==> src/rtl/dm_bus_if.sv <==
// Word-wide data-memory bus with a req/ready handshake.
interface dm_bus_if;
  logic        bus_req;
  logic        bus_we;
  logic [31:0] bus_addr;
  logic [3:0]  bus_be;
  logic [31:0] bus_wdata;
  logic        bus_ready;
  logic [31:0] bus_rdata;

  modport master (
    output bus_req, bus_we, bus_addr, bus_be, bus_wdata,
    input  bus_ready, bus_rdata
  );

  modport slave (
    input  bus_req, bus_we, bus_addr, bus_be, bus_wdata,
    output bus_ready, bus_rdata
  );
endinterface

==> src/rtl/dm_access_unit.sv <==
// Memory-stage load/store engine: one bus transaction per access, stalls the pipe until done.
// Optional misaligned-access trap enabled by defining DM_MISALIGN_TRAP_EN.
module dm_access_unit #(
  parameter int unsigned TIMEOUT = 16
) (
  input  logic        clk,
  input  logic        rst,
  input  logic        mem_write,
  input  logic        mem_read,
  input  logic [2:0]  dm_type,
  input  logic [31:0] addr,
  input  logic [31:0] wdata,
  output logic [31:0] rdata,
  output logic        stall,
  output logic        bus_err,
`ifdef DM_MISALIGN_TRAP_EN
  output logic        misalign,
`endif
  dm_bus_if.master    bus
);

  localparam int unsigned TMO_W = (TIMEOUT > 2) ? $clog2(TIMEOUT) : 1;
  localparam logic [TMO_W-1:0] TMO_LAST = TMO_W'((TIMEOUT == 0) ? 0 : TIMEOUT - 1);

  typedef enum logic [1:0] {IDLE, REQ, DONE} state_t;

  state_t           state;
  logic [TMO_W-1:0] tmo_cnt;
  logic [2:0]       lat_type;
  logic [1:0]       lat_off;

  logic        req_c;
  logic        is_byte_c;
  logic        is_half_c;
  logic [3:0]  be_c;
  logic [31:0] wdata_c;
  logic [7:0]  lane_b_c;
  logic [15:0] lane_h_c;
  logic [31:0] ext_c;
`ifdef DM_MISALIGN_TRAP_EN
  logic        misalign_c;
`endif

  // Request decode: byte enables and lane-replicated store data from live inputs
  always_comb begin
    req_c     = mem_write | mem_read;
    is_byte_c = (dm_type == 3'b011) || (dm_type == 3'b100);
    is_half_c = (dm_type == 3'b001) || (dm_type == 3'b010);
    be_c      = 4'b1111;
    wdata_c   = wdata;
    if (is_byte_c) begin
      be_c    = 4'b0001 << addr[1:0];
      wdata_c = {4{wdata[7:0]}};
    end else if (is_half_c) begin
      be_c    = 4'b0011 << {addr[1], 1'b0};
      wdata_c = {2{wdata[15:0]}};
    end
`ifdef DM_MISALIGN_TRAP_EN
    misalign_c = (is_half_c && addr[0]) || (!is_byte_c && !is_half_c && (addr[1:0] != 2'b00));
`endif
  end

  // Load lane select and extension from the latched access type/offset
  always_comb begin
    case (lat_off)
      2'd0:    lane_b_c = bus.bus_rdata[7:0];
      2'd1:    lane_b_c = bus.bus_rdata[15:8];
      2'd2:    lane_b_c = bus.bus_rdata[23:16];
      default: lane_b_c = bus.bus_rdata[31:24];
    endcase
    lane_h_c = lat_off[1] ? bus.bus_rdata[31:16] : bus.bus_rdata[15:0];
    case (lat_type)
      3'b001:  ext_c = {{16{lane_h_c[15]}}, lane_h_c};
      3'b010:  ext_c = {16'h0000, lane_h_c};
      3'b011:  ext_c = {{24{lane_b_c[7]}}, lane_b_c};
      3'b100:  ext_c = {24'h000000, lane_b_c};
      default: ext_c = bus.bus_rdata;
    endcase
  end

  // The IDLE term lets the pipe freeze in the same cycle the request appears
  assign stall = !rst && (((state == IDLE) && req_c) || (state == REQ));

  always_ff @(posedge clk) begin
    if (rst) begin
      state         <= IDLE;
      tmo_cnt       <= '0;
      lat_type      <= '0;
      lat_off       <= '0;
      rdata         <= '0;
      bus_err       <= 1'b0;
      bus.bus_req   <= 1'b0;
      bus.bus_we    <= 1'b0;
      bus.bus_addr  <= '0;
      bus.bus_be    <= '0;
      bus.bus_wdata <= '0;
`ifdef DM_MISALIGN_TRAP_EN
      misalign      <= 1'b0;
`endif
    end else begin
      bus_err <= 1'b0;
`ifdef DM_MISALIGN_TRAP_EN
      misalign <= 1'b0;
`endif
      case (state)
        IDLE: begin
          if (req_c) begin
            lat_type   <= dm_type;
            lat_off    <= addr[1:0];
            bus.bus_we <= mem_write;
            tmo_cnt    <= '0;
`ifdef DM_MISALIGN_TRAP_EN
            if (misalign_c) begin
              misalign <= 1'b1;
              state    <= DONE;
            end else
`endif
            begin
              bus.bus_req   <= 1'b1;
              bus.bus_addr  <= {addr[31:2], 2'b00};
              bus.bus_be    <= be_c;
              bus.bus_wdata <= wdata_c;
              state         <= REQ;
            end
          end
        end
        REQ: begin
          if (bus.bus_ready) begin
            if (!bus.bus_we) rdata <= ext_c;
            bus.bus_req <= 1'b0;
            state       <= DONE;
          end else if ((TIMEOUT > 0) && (tmo_cnt == TMO_LAST)) begin
            if (!bus.bus_we) rdata <= '0;
            bus_err     <= 1'b1;
            bus.bus_req <= 1'b0;
            state       <= DONE;
          end else begin
            tmo_cnt <= tmo_cnt + TMO_W'(1);
          end
        end
        DONE:    state <= IDLE;
        default: state <= IDLE;
      endcase
    end
  end

endmodule

==> src/flat_wrapper.sv <==
// flat-port wrapper written by rule: the top's interface ports become plain ports
module dm_access_unit_flat 
#(
  parameter int unsigned TIMEOUT = 16
)
  (clk, rst, mem_write, mem_read, dm_type, addr, wdata, rdata, stall, bus_err, bus_bus_req, bus_bus_we, bus_bus_addr, bus_bus_be, bus_bus_wdata, bus_bus_ready, bus_bus_rdata);
  dm_bus_if bus_i ();
  input  logic clk;
  input  logic rst;
  input  logic mem_write;
  input  logic mem_read;
  input  logic [2:0] dm_type;
  input  logic [31:0] addr;
  input  logic [31:0] wdata;
  output logic [31:0] rdata;
  output logic stall;
  output logic bus_err;
  output wire logic [$bits(bus_i.bus_req)-1:0] bus_bus_req;
  output wire logic [$bits(bus_i.bus_we)-1:0] bus_bus_we;
  output wire logic [$bits(bus_i.bus_addr)-1:0] bus_bus_addr;
  output wire logic [$bits(bus_i.bus_be)-1:0] bus_bus_be;
  output wire logic [$bits(bus_i.bus_wdata)-1:0] bus_bus_wdata;
  input wire logic [$bits(bus_i.bus_ready)-1:0] bus_bus_ready;
  input wire logic [$bits(bus_i.bus_rdata)-1:0] bus_bus_rdata;
  assign bus_bus_req = bus_i.bus_req;
  assign bus_bus_we = bus_i.bus_we;
  assign bus_bus_addr = bus_i.bus_addr;
  assign bus_bus_be = bus_i.bus_be;
  assign bus_bus_wdata = bus_i.bus_wdata;
  assign bus_i.bus_ready = bus_bus_ready;
  assign bus_i.bus_rdata = bus_bus_rdata;
  dm_access_unit #(.TIMEOUT(TIMEOUT)) u_core (.clk(clk), .rst(rst), .mem_write(mem_write), .mem_read(mem_read), .dm_type(dm_type), .addr(addr), .wdata(wdata), .rdata(rdata), .stall(stall), .bus_err(bus_err), .bus(bus_i));
endmodule
==> config.mk <==
export PLATFORM = sky130hd
export DESIGN_NAME = dm_access_unit_flat
export DESIGN_NICKNAME = d
export VERILOG_FILES = /design/src/rtl/dm_bus_if.sv /design/src/rtl/dm_access_unit.sv /design/src/flat_wrapper.sv
export SDC_FILE = /design/constraint.sdc
export NUM_CORES = 1
export LEC_CHECK = 0
export CELL_PAD_IN_SITES_DETAIL_PLACEMENT = 1
export CELL_PAD_IN_SITES_GLOBAL_PLACEMENT = 1
export CORE_MARGIN = 2
export CORE_UTILIZATION = 34
export CTS_CLUSTER_DIAMETER = 40
export DETAILED_ROUTE_END_ITERATION = 7
export PLACE_DENSITY_LB_ADDON = 0.1
export SYNTH_ARGS = -nofsm -noshare
export SYNTH_HDL_FRONTEND = slang
export SYNTH_SLANG_ARGS = --single-unit
export TNS_END_PERCENT = 5
==> constraint.sdc <==
create_clock -name clk -period 3.91 [get_ports clk]
set_input_delay 0.5865 -clock clk [delete_from_list [all_inputs] [get_ports clk]]
set_output_delay 0.5865 -clock clk [all_outputs]
set_load 0.05 [all_outputs]
== After elaboration in Yosys (flattened, before gate mapping) ==
Index checks and enable logic that the tools add are counted.

* Bits in registers: 112
* Input bits: 104
* Output and inout port bits: 104
* Logic and storage cells: 73

* Add/sub/neg operators: 1
* Equal/unequal tests: 16
* Shift operators: 2
* Multiplexer cells: 24
* Bitwise operators: 3
* Reductions and logical operators: 16

{| class="wikitable"
|+ Operators by type and width
! kind !! count
|-
| two-way mux 32 bit || 6
|-
| one-hot mux 32 bit (4 select lines) || 1
|-
| one-hot mux 8 bit (3 select lines) || 1
|-
| two-way mux 4 bit || 5
|-
| two-way mux 16 bit || 1
|-
| == test 3 x 2 -> 1 bit (second input constant) || 4
|-
| one-hot mux 4 bit (2 select lines) || 1
|-
| == test 3 x 1 -> 1 bit (second input constant) || 2
|-
| == test 3 bit (second input constant) || 2
|-
| two-way mux 2 bit || 3
|-
| AND reduction 3 bit || 2
|-
| adder 4 x 1 -> 4 bit (second input constant) || 1
|-
| == test 2 x 1 -> 1 bit (second input constant) || 2
|-
| == test 4 bit (second input constant) || 1
|-
| zero test 2 bit || 2
|-
| two-way mux 1 bit || 4
|-
| inequality test 2 bit (second input constant) || 2
|-
| one-hot mux 2 bit (2 select lines) || 1
|-
| AND reduction 2 bit || 2
|-
| AND reduction 4 bit || 1
|-
| nonzero test 2 bit || 2
|-
| left shift 1 x 2 -> 4 bit (first input constant) || 1
|-
| left shift 2 x 2 -> 4 bit (first input constant) || 1
|-
| logical OR 1 bit || 3
|-
| 9 further kinds || 11
|}

== Depth between registers and ports, before layout ==
Gate-level depths: netlist of run 1.

* Word-level depth: 5
* Depth in mapped cells: 7
* Gate-level depth less buffers: 5

== Worst setup path after synthesis of run 1 ==
Ideal clock, no wire load.

* Kind: input to output
* Start point: input port rst
* End point: output port stall
* Data arrival time: 1.737 ns
* Required time: 3.323 ns
* Setup slack: 1.586 ns
* Stages: 3
* Buffers on the path: 2
* Cell sequence: clkbuf_1 clkbuf_1 a21oi_1

* Cells in the longest elaborated chain, start to end: 2

{| class="wikitable"
|+ RTL lines
! what !! RTL line !! text
|-
| start: declaration || flat_wrapper.sv:9 || <nowiki>input logic rst;</nowiki>
|-
| zero test 1 bit || dm_access_unit.sv:82 || <nowiki>assign stall = !rst && (((state == IDLE) && req_c) || (state == REQ));</nowiki>
|-
| logical AND 1 bit || dm_access_unit.sv:82 ||
|-
| end: declaration || flat_wrapper.sv:16 || <nowiki>output logic stall;</nowiki>
|}

No other way between the ends.

== Worst setup path after layout of run 1 ==
* Start point: input port mem_write
* End point: output port stall

* Cells in the longest elaborated chain, start to end: 4

{| class="wikitable"
|+ RTL lines
! what !! RTL line !! text
|-
| start: declaration || flat_wrapper.sv:10 || <nowiki>input logic mem_write;</nowiki>
|-
| OR 1 bit || dm_access_unit.sv:46 || <nowiki>req_c = mem_write | mem_read;</nowiki>
|-
| logical AND 1 bit || dm_access_unit.sv:82 ||
|-
| logical OR 1 bit || dm_access_unit.sv:82 ||
|-
| logical AND 1 bit || dm_access_unit.sv:82 ||
|}

No other way between the ends.

==> results of run 1 <==
worst max-delay path, stage by stage:
cell	delay, ns
clkdlybuf4s50_1	0.56
o21ai_4	0.08
a21oi_1	0.16
clkdlybuf4s50_1	0.82
logic make-up (layout without fill, tap and decap cells):
group                      after synthesis  in the layout  synth area share
xor gates and xnor gates                 6              6            0.0114
muxes                                   24             24            0.0695
AOI/OAI and AO/OA                      181            181             0.239
DFF                                    112            112             0.425
other                                    1              2          0.000711
adders and majority gates                2              2           0.00427
and+or+nand+nor                        224            224             0.198
buffers and inverters                   60            234            0.0515
through the flow:
step                power, mW  utilization
finish                   3.31        0.507
global route             3.47        0.507
CTS                      3.35        0.507
detailed placement       2.39        0.488
global placement         2.37        0.488
floorplan                1.98            -
worst paths after layout:
kind	from	to	slack (ns)	cells past startpoint
max	mem_write	stall	1.12	4
min	u_core.bus.bus_addr[14]$_SDFFE_PP0P_	u_core.bus.bus_addr[14]$_SDFFE_PP0P_	0.45	2
max reg2reg	u_core.lat_type[1]$_SDFFE_PP0P_	u_core.rdata[17]$_SDFFE_PP0P_	1.38	4
min reg2reg	u_core.bus.bus_addr[14]$_SDFFE_PP0P_	u_core.bus.bus_addr[14]$_SDFFE_PP0P_	0.45	2
registers in the layout, indices dropped and copies added, names as in the netlist:
| register | flops |
|---|---|
| u_core.bus.bus_we | 1 |
| u_core.rdata | 32 |
| u_core.bus.bus_addr | 30 |
| u_core.bus.bus_wdata | 32 |
| u_core.bus_err | 1 |
| u_core.lat_type | 3 |
| u_core.tmo_cnt | 4 |
| u_core.bus.bus_be | 4 |
| u_core.bus.bus_req | 1 |
| u_core.lat_off | 2 |
| u_core.state | 2 |
area by class of cell:
type / count / area [um^2] / share of cell area
clock buffer: 10 / 239 / 0.0310
multi-input combinational: 439 / 2790 / 0.362
clock inverter: 5 / 61.3 / 0.00795
timing repair buffer: 213 / 2120 / 0.275
sequential: 112 / 2240 / 0.291
inverter: 6 / 22.5 / 0.00292
tap: 188 / 235 / 0.0305
cells in the final DEF (no fill, tap or decap), drive strengths merged, types with 2 or more instances in the layout:
master and instances:
or2 3, xor2 3, clkinv 2, nand2b 3, a211oi 10, xnor2 3, nor3b 10, nand2 107
nor2 45, o2bb2ai 32, a21o 8, a2bb2oi 8, inv 8, clkbuf 10, buf 9, a311oi 8
nor4 2, conb 2, a31oi 2, mux2i 16, o311a 2, a221oi 7, or3 3, and3b 2
o21ai 45, clkdlybuf4s50 204, a21oi 53, nor3 17, nand3 10, dfxtp 112, mux4 8, and3 7
nand3b 11, or3b 2
power breakdown:
group          leakage (nW)  internal, mW  total [mW]  switching (mW)
combinational          1.75         0.394        1.06           0.665
clock                 0.150         0.518       0.954           0.436
sequential            0.920          1.23        1.30          0.0660
total                  2.82          2.15        3.31            1.17
per-layer routing:
metal	track usage	routed length, um	part of all wire	vias up
li1	-	-	-	2520
met4	0.0774	380	0.021	0
met5	0	0	0	-
met3	0.0761	1640	0.090	23
met2	0.347	8540	0.47	175
met1	0.280	7700	0.42	2502
==> results.md, run 1 <==
* Status: complete, no violations
* Initial Util at 0.347
* # clock sinks at 112
* Fmax at between 300 and 400 MHz
* Relative slew slack at 0.294
* Largest net degree at the start of global routing at around 70
* Worst VDD drop at ~0.23 mV
* GRT Resource Usage Total at 0.219
* Pwr/cell area at ~430 mW/mm^2
* Share of layout cells above drive strength 1 at 0.0599
* Worst hold slack at 0.455 ns
* Vias in the first global route at 5297
* Critical Path RT at ~3.3 ns
* Non-filler cells, final at a little under 1k
* RSZ-0062 raised after global routing: false
* MaxCap Viol Count at 0
* Clock Tree Buf Depth at 2
* Async SR Flop Fraction at 0
* CP max FO at 3
* Wire per inst at ~19 um
* 1st-pass router iterations at 4
* Post-CTS setup buffers at 0
* Place WS at roughly 1.1 ns
* First-pass GRT wire length at 28.4 mm
* Setup TNS at 0 ns
* Dpl hpwl at approximately 13 mm
* Tmin final at between 2 and 3 ns
* Synth area leader: dfxtp_1
* Fill cells at 1747
* Synthesized instance count at between 600 and 700
* Clock skew at a little over 0.009 ns
* DP Area at ~0.0074 mm^2
* Post-route cell area at 0.00771 mm^2
* Synth top area share at 0.425
* Slew Viols, Final at 0
* Startpoint types: input pin
* Ys Warns at 0
* Final Hold Viols at 0
* Synth area leaders: dfxtp_1 (42%), nand2_1 (7.6%), a21oi_1 (5.0%)
* CTS Root Cell: clkbuf_16
* Crit end category: output pin
* Final setup vio count at 0
* Site row count at 45
* H-Tree Depth at 3
* Register area share after synthesis at 0.425
* Post-synthesis cell area at 0.00528 mm^2
* Most instantiated cells after synthesis: dfxtp_1 (112), nand2_1 (107), a21oi_1 (53), nor2_1 (45), clkbuf_1 (40)
* GP Congestion at a little under 0.9
* Worst setup margin at about 1.1 ns
* Critical path class: input pin to output pin
* Synthesis-to-finish area growth at 46.2%
* Register bit count reported by yosys at 112
* Antenna viol nets, final at 0
* Hold Buf Count CTS at 0
* CTS Buf Count at 9
* Clock latency on the worst-skew pair at about 0.35 ns
* Post-synth top flop: dfxtp_1
* Die Span Y at 129 um
* Cells after DPL at about 960
* Nets at ~900
* Fin crit share at 0.715
* # IOs at 208
* Die ar. at ~0.017 mm^2
* Worst-Margin Slew at 1.05 ns
* Initial antenna violation count at 0
* Detailed-route DRC error count at 0
* Grt total ovfl at 0
* Cts repair resizes at 0
* Worst-path clk slew at around 0.080 ns
* Post-synth EDFFs at 0
* Hold crit path type: flop to flop
* Worst EP arrival at 2.21 ns
* DR vias at roughly 5.2k
* Cell variety after synth at 55
* Core area at ~0.015 mm^2
* Port-buffer cells at 205
* CTS tree: done
* Cell with the most instances after synthesis: dfxtp_1
* Total Wirelength at about 18 mm
* Leakage at roughly 2.8 nW
* Initial DRC Count at between 300 and 400
* Via-per-instance ratio at about 5.4
* Die width at around 130 um
* Antenna diodes at 0
* Syn_area_per_cell at slightly below 9 um^2
Power figures use the tool's default switching activity.
==> run 2, diff against run 1 <==
Settings changed: CORE_UTILIZATION 34 to 28.
Clock period 3.91 ns to 2.3 ns, I/O delays scaled along.
==> results.md, run 2 (synthesized netlist as in run 1, its figures left out) <==
* Status: complete, no violations
* Leakage at roughly 2.9 nW
* Worst r2r src: u_core.lat_type[2]$_SDFFE_PP0P_
* CP max FO at 25
* Worst EP arrival at between 2 and 2.5 ns
* Worst hold slack at 0.358 ns
* Share of layout cells above drive strength 1 at 0.0810
* CTS tree: done
* Synthesis-to-finish area growth at 49.5%
* Power share of the combinational group at 0.333
* Initial Util at 0.284
* Hold crit path type: input pin to flop
* Die ar. at 0.0200 mm^2
* GRT Resource Usage Total at 0.191
* Antenna viol nets, final at 0
* Core area at about 0.019 mm^2
* Int Pwr at around 3.6 mW
* Grt total ovfl at 0
* Startpoint types: flop
* Detailed-route DRC error count at 0
* Pwr/cell area at 711 mW/mm^2
* Critical Path RT at 2.59 ns
* Commonest non-fill, non-tap cell in the layout: clkdlybuf4s50_1
* Die Span Y at roughly 140 um
* Regs by FF count: u_core.bus.bus_wdata x32, u_core.rdata x32, u_core.bus.bus_addr x30
* Final Hold Viols at 0
* # IOs at about 210
* Hold Buf Count CTS at 0
* H-Tree Depth at 3
* Antenna diodes at 0
* Worst-path clk slew at ~0.08 ns
* Cells after DPL at 1021
* Port-buffer cells at slightly above 200
* Post-route cell area at a little under 0.008 mm^2
* CP startpoint: u_core.lat_type[2]$_SDFFE_PP0P_
* Clock share of power at 0.274
* GP Congestion at 0.870
* Largest net degree at the start of global routing at 68
* DR vias at about 5.4k
* Wire per inst at roughly 19 um
* Initial DRC Count at 215
* Place WS at 0.0828 ns
* 1st-pass router iterations at 4
* Commonest non-fill, non-tap cells in the layout: clkdlybuf4s50_1 (203), dfxtp_1 (112), nand2_1 (107)
* Worst-Margin Slew at roughly 1.2 ns
* CTS Buf Count at 9
* Setup TNS at 0 ns
* Site row count at 50
* Fin crit share at 0.843
* Dpl hpwl at 14.5 mm
* Final setup vio count at 0
* Fmax at between 500 and 600 MHz
* CTS Root Cell: clkbuf_16
* Switching portion of total power at 0.362
* Clock skew at about 0.0079 ns
* RSZ-0062 raised after global routing: false
* MaxCap Viol Count at 0
* DP Area at between 0.007 and 0.008 mm^2
* Worst VDD drop at between 0.3 and 0.4 mV
* Die width at roughly 140 um
* Initial antenna violation count at 0
* Vias in the first global route at between 5k and 6k
* Critical path class: flop to flop
* Nets at about 900
* Slew Viols, Final at 0
* Crit end category: flop
* Clock Tree Buf Depth at 2
* Cts repair resizes at 0
* Hold_sp: rst
* Non-filler cells, final at roughly 1.0k
* Clock latency on the worst-skew pair at 0.35 ns
* Seq pwr share at 0.392
* P_sw at ~2.0 mW
* Post-CTS setup buffers at 0
* Via-per-instance ratio at about 5.2
* Relative slew slack at 0.180
* # clock sinks at between 100 and 150
* Tmin final at around 1.9 ns
* Worst setup margin at roughly 0.36 ns
* Total Wirelength at between 15 and 20 mm
* First-pass GRT wire length at about 30 mm
[run 2: cell count changes in the layout (fill, tap and decap cells not counted)]
cell             delta
clkdlybuf4s50_1     -1
buf_4              +17
clkinv_2            -1
clkinv_4            +3
clkinvlp_4          +1
inv_6               -2
buf_12              +1
bufinv_16           -1
[run 2: critical path, cell delays in order, from the launching register on]
cell and delay [ns]:
dfxtp_1 0.46, xnor2_2 1.02, nor2_1 0.22, o2bb2ai_2 0.18
[run 2: power groups by stage]
stage,logic (mW),registers (mW),clock network (mW)
2_1_floorplan,0.626,2.74,0
3_3_place_gp,1.84,2.24,0
3_5_place_dp,1.88,2.25,0
4_1_cts,1.89,2.20,1.60
5_1_grt,1.99,2.22,1.68
6_report,1.87,2.20,1.54
[run 2: cell type report]
cell class / instances / area (um^2)
Fill cell: 2132 / 10700
Multi-Input combinational cell: 439 / 2790
Timing Repair Buffer: 230 / 2260
Sequential cell: 112 / 2240
Tap cell: 234 / 293
Clock buffer: 10 / 239
Clock inverter: 5 / 42.5
Inverter: 6 / 22.5
[run 2: stage by stage]
stage	util	power [mW]
detailed placement	0.409	4.13
finish	0.425	5.61
global route	0.425	5.89
global placement	0.409	4.08
floorplan	-	3.36
CTS	0.425	5.69
[run 2: final timing paths]
| kind | endpoint | slack [ns] | cells after the start |
|---|---|---|---|
| worst max-delay path | u_core.rdata[23]$_SDFFE_PP0P_ | 0.36 | 3 |
| worst min-delay path | u_core.state[0]$_SDFFE_PP0N_ | 0.36 | 2 |
| worst max register to register | u_core.rdata[23]$_SDFFE_PP0P_ | 0.36 | 3 |
| worst min register to register | u_core.bus.bus_addr[16]$_SDFFE_PP0P_ | 0.46 | 2 |
[run 2: layer usage]
metal  vias to the layer above  GRT usage  wire length, um
li1                       2561          -                -
met1                      2617      0.236             8240
met2                       152      0.315             9180
met3                        27     0.0628             1490
met4                         0     0.0658              431
met5                         -          0                0
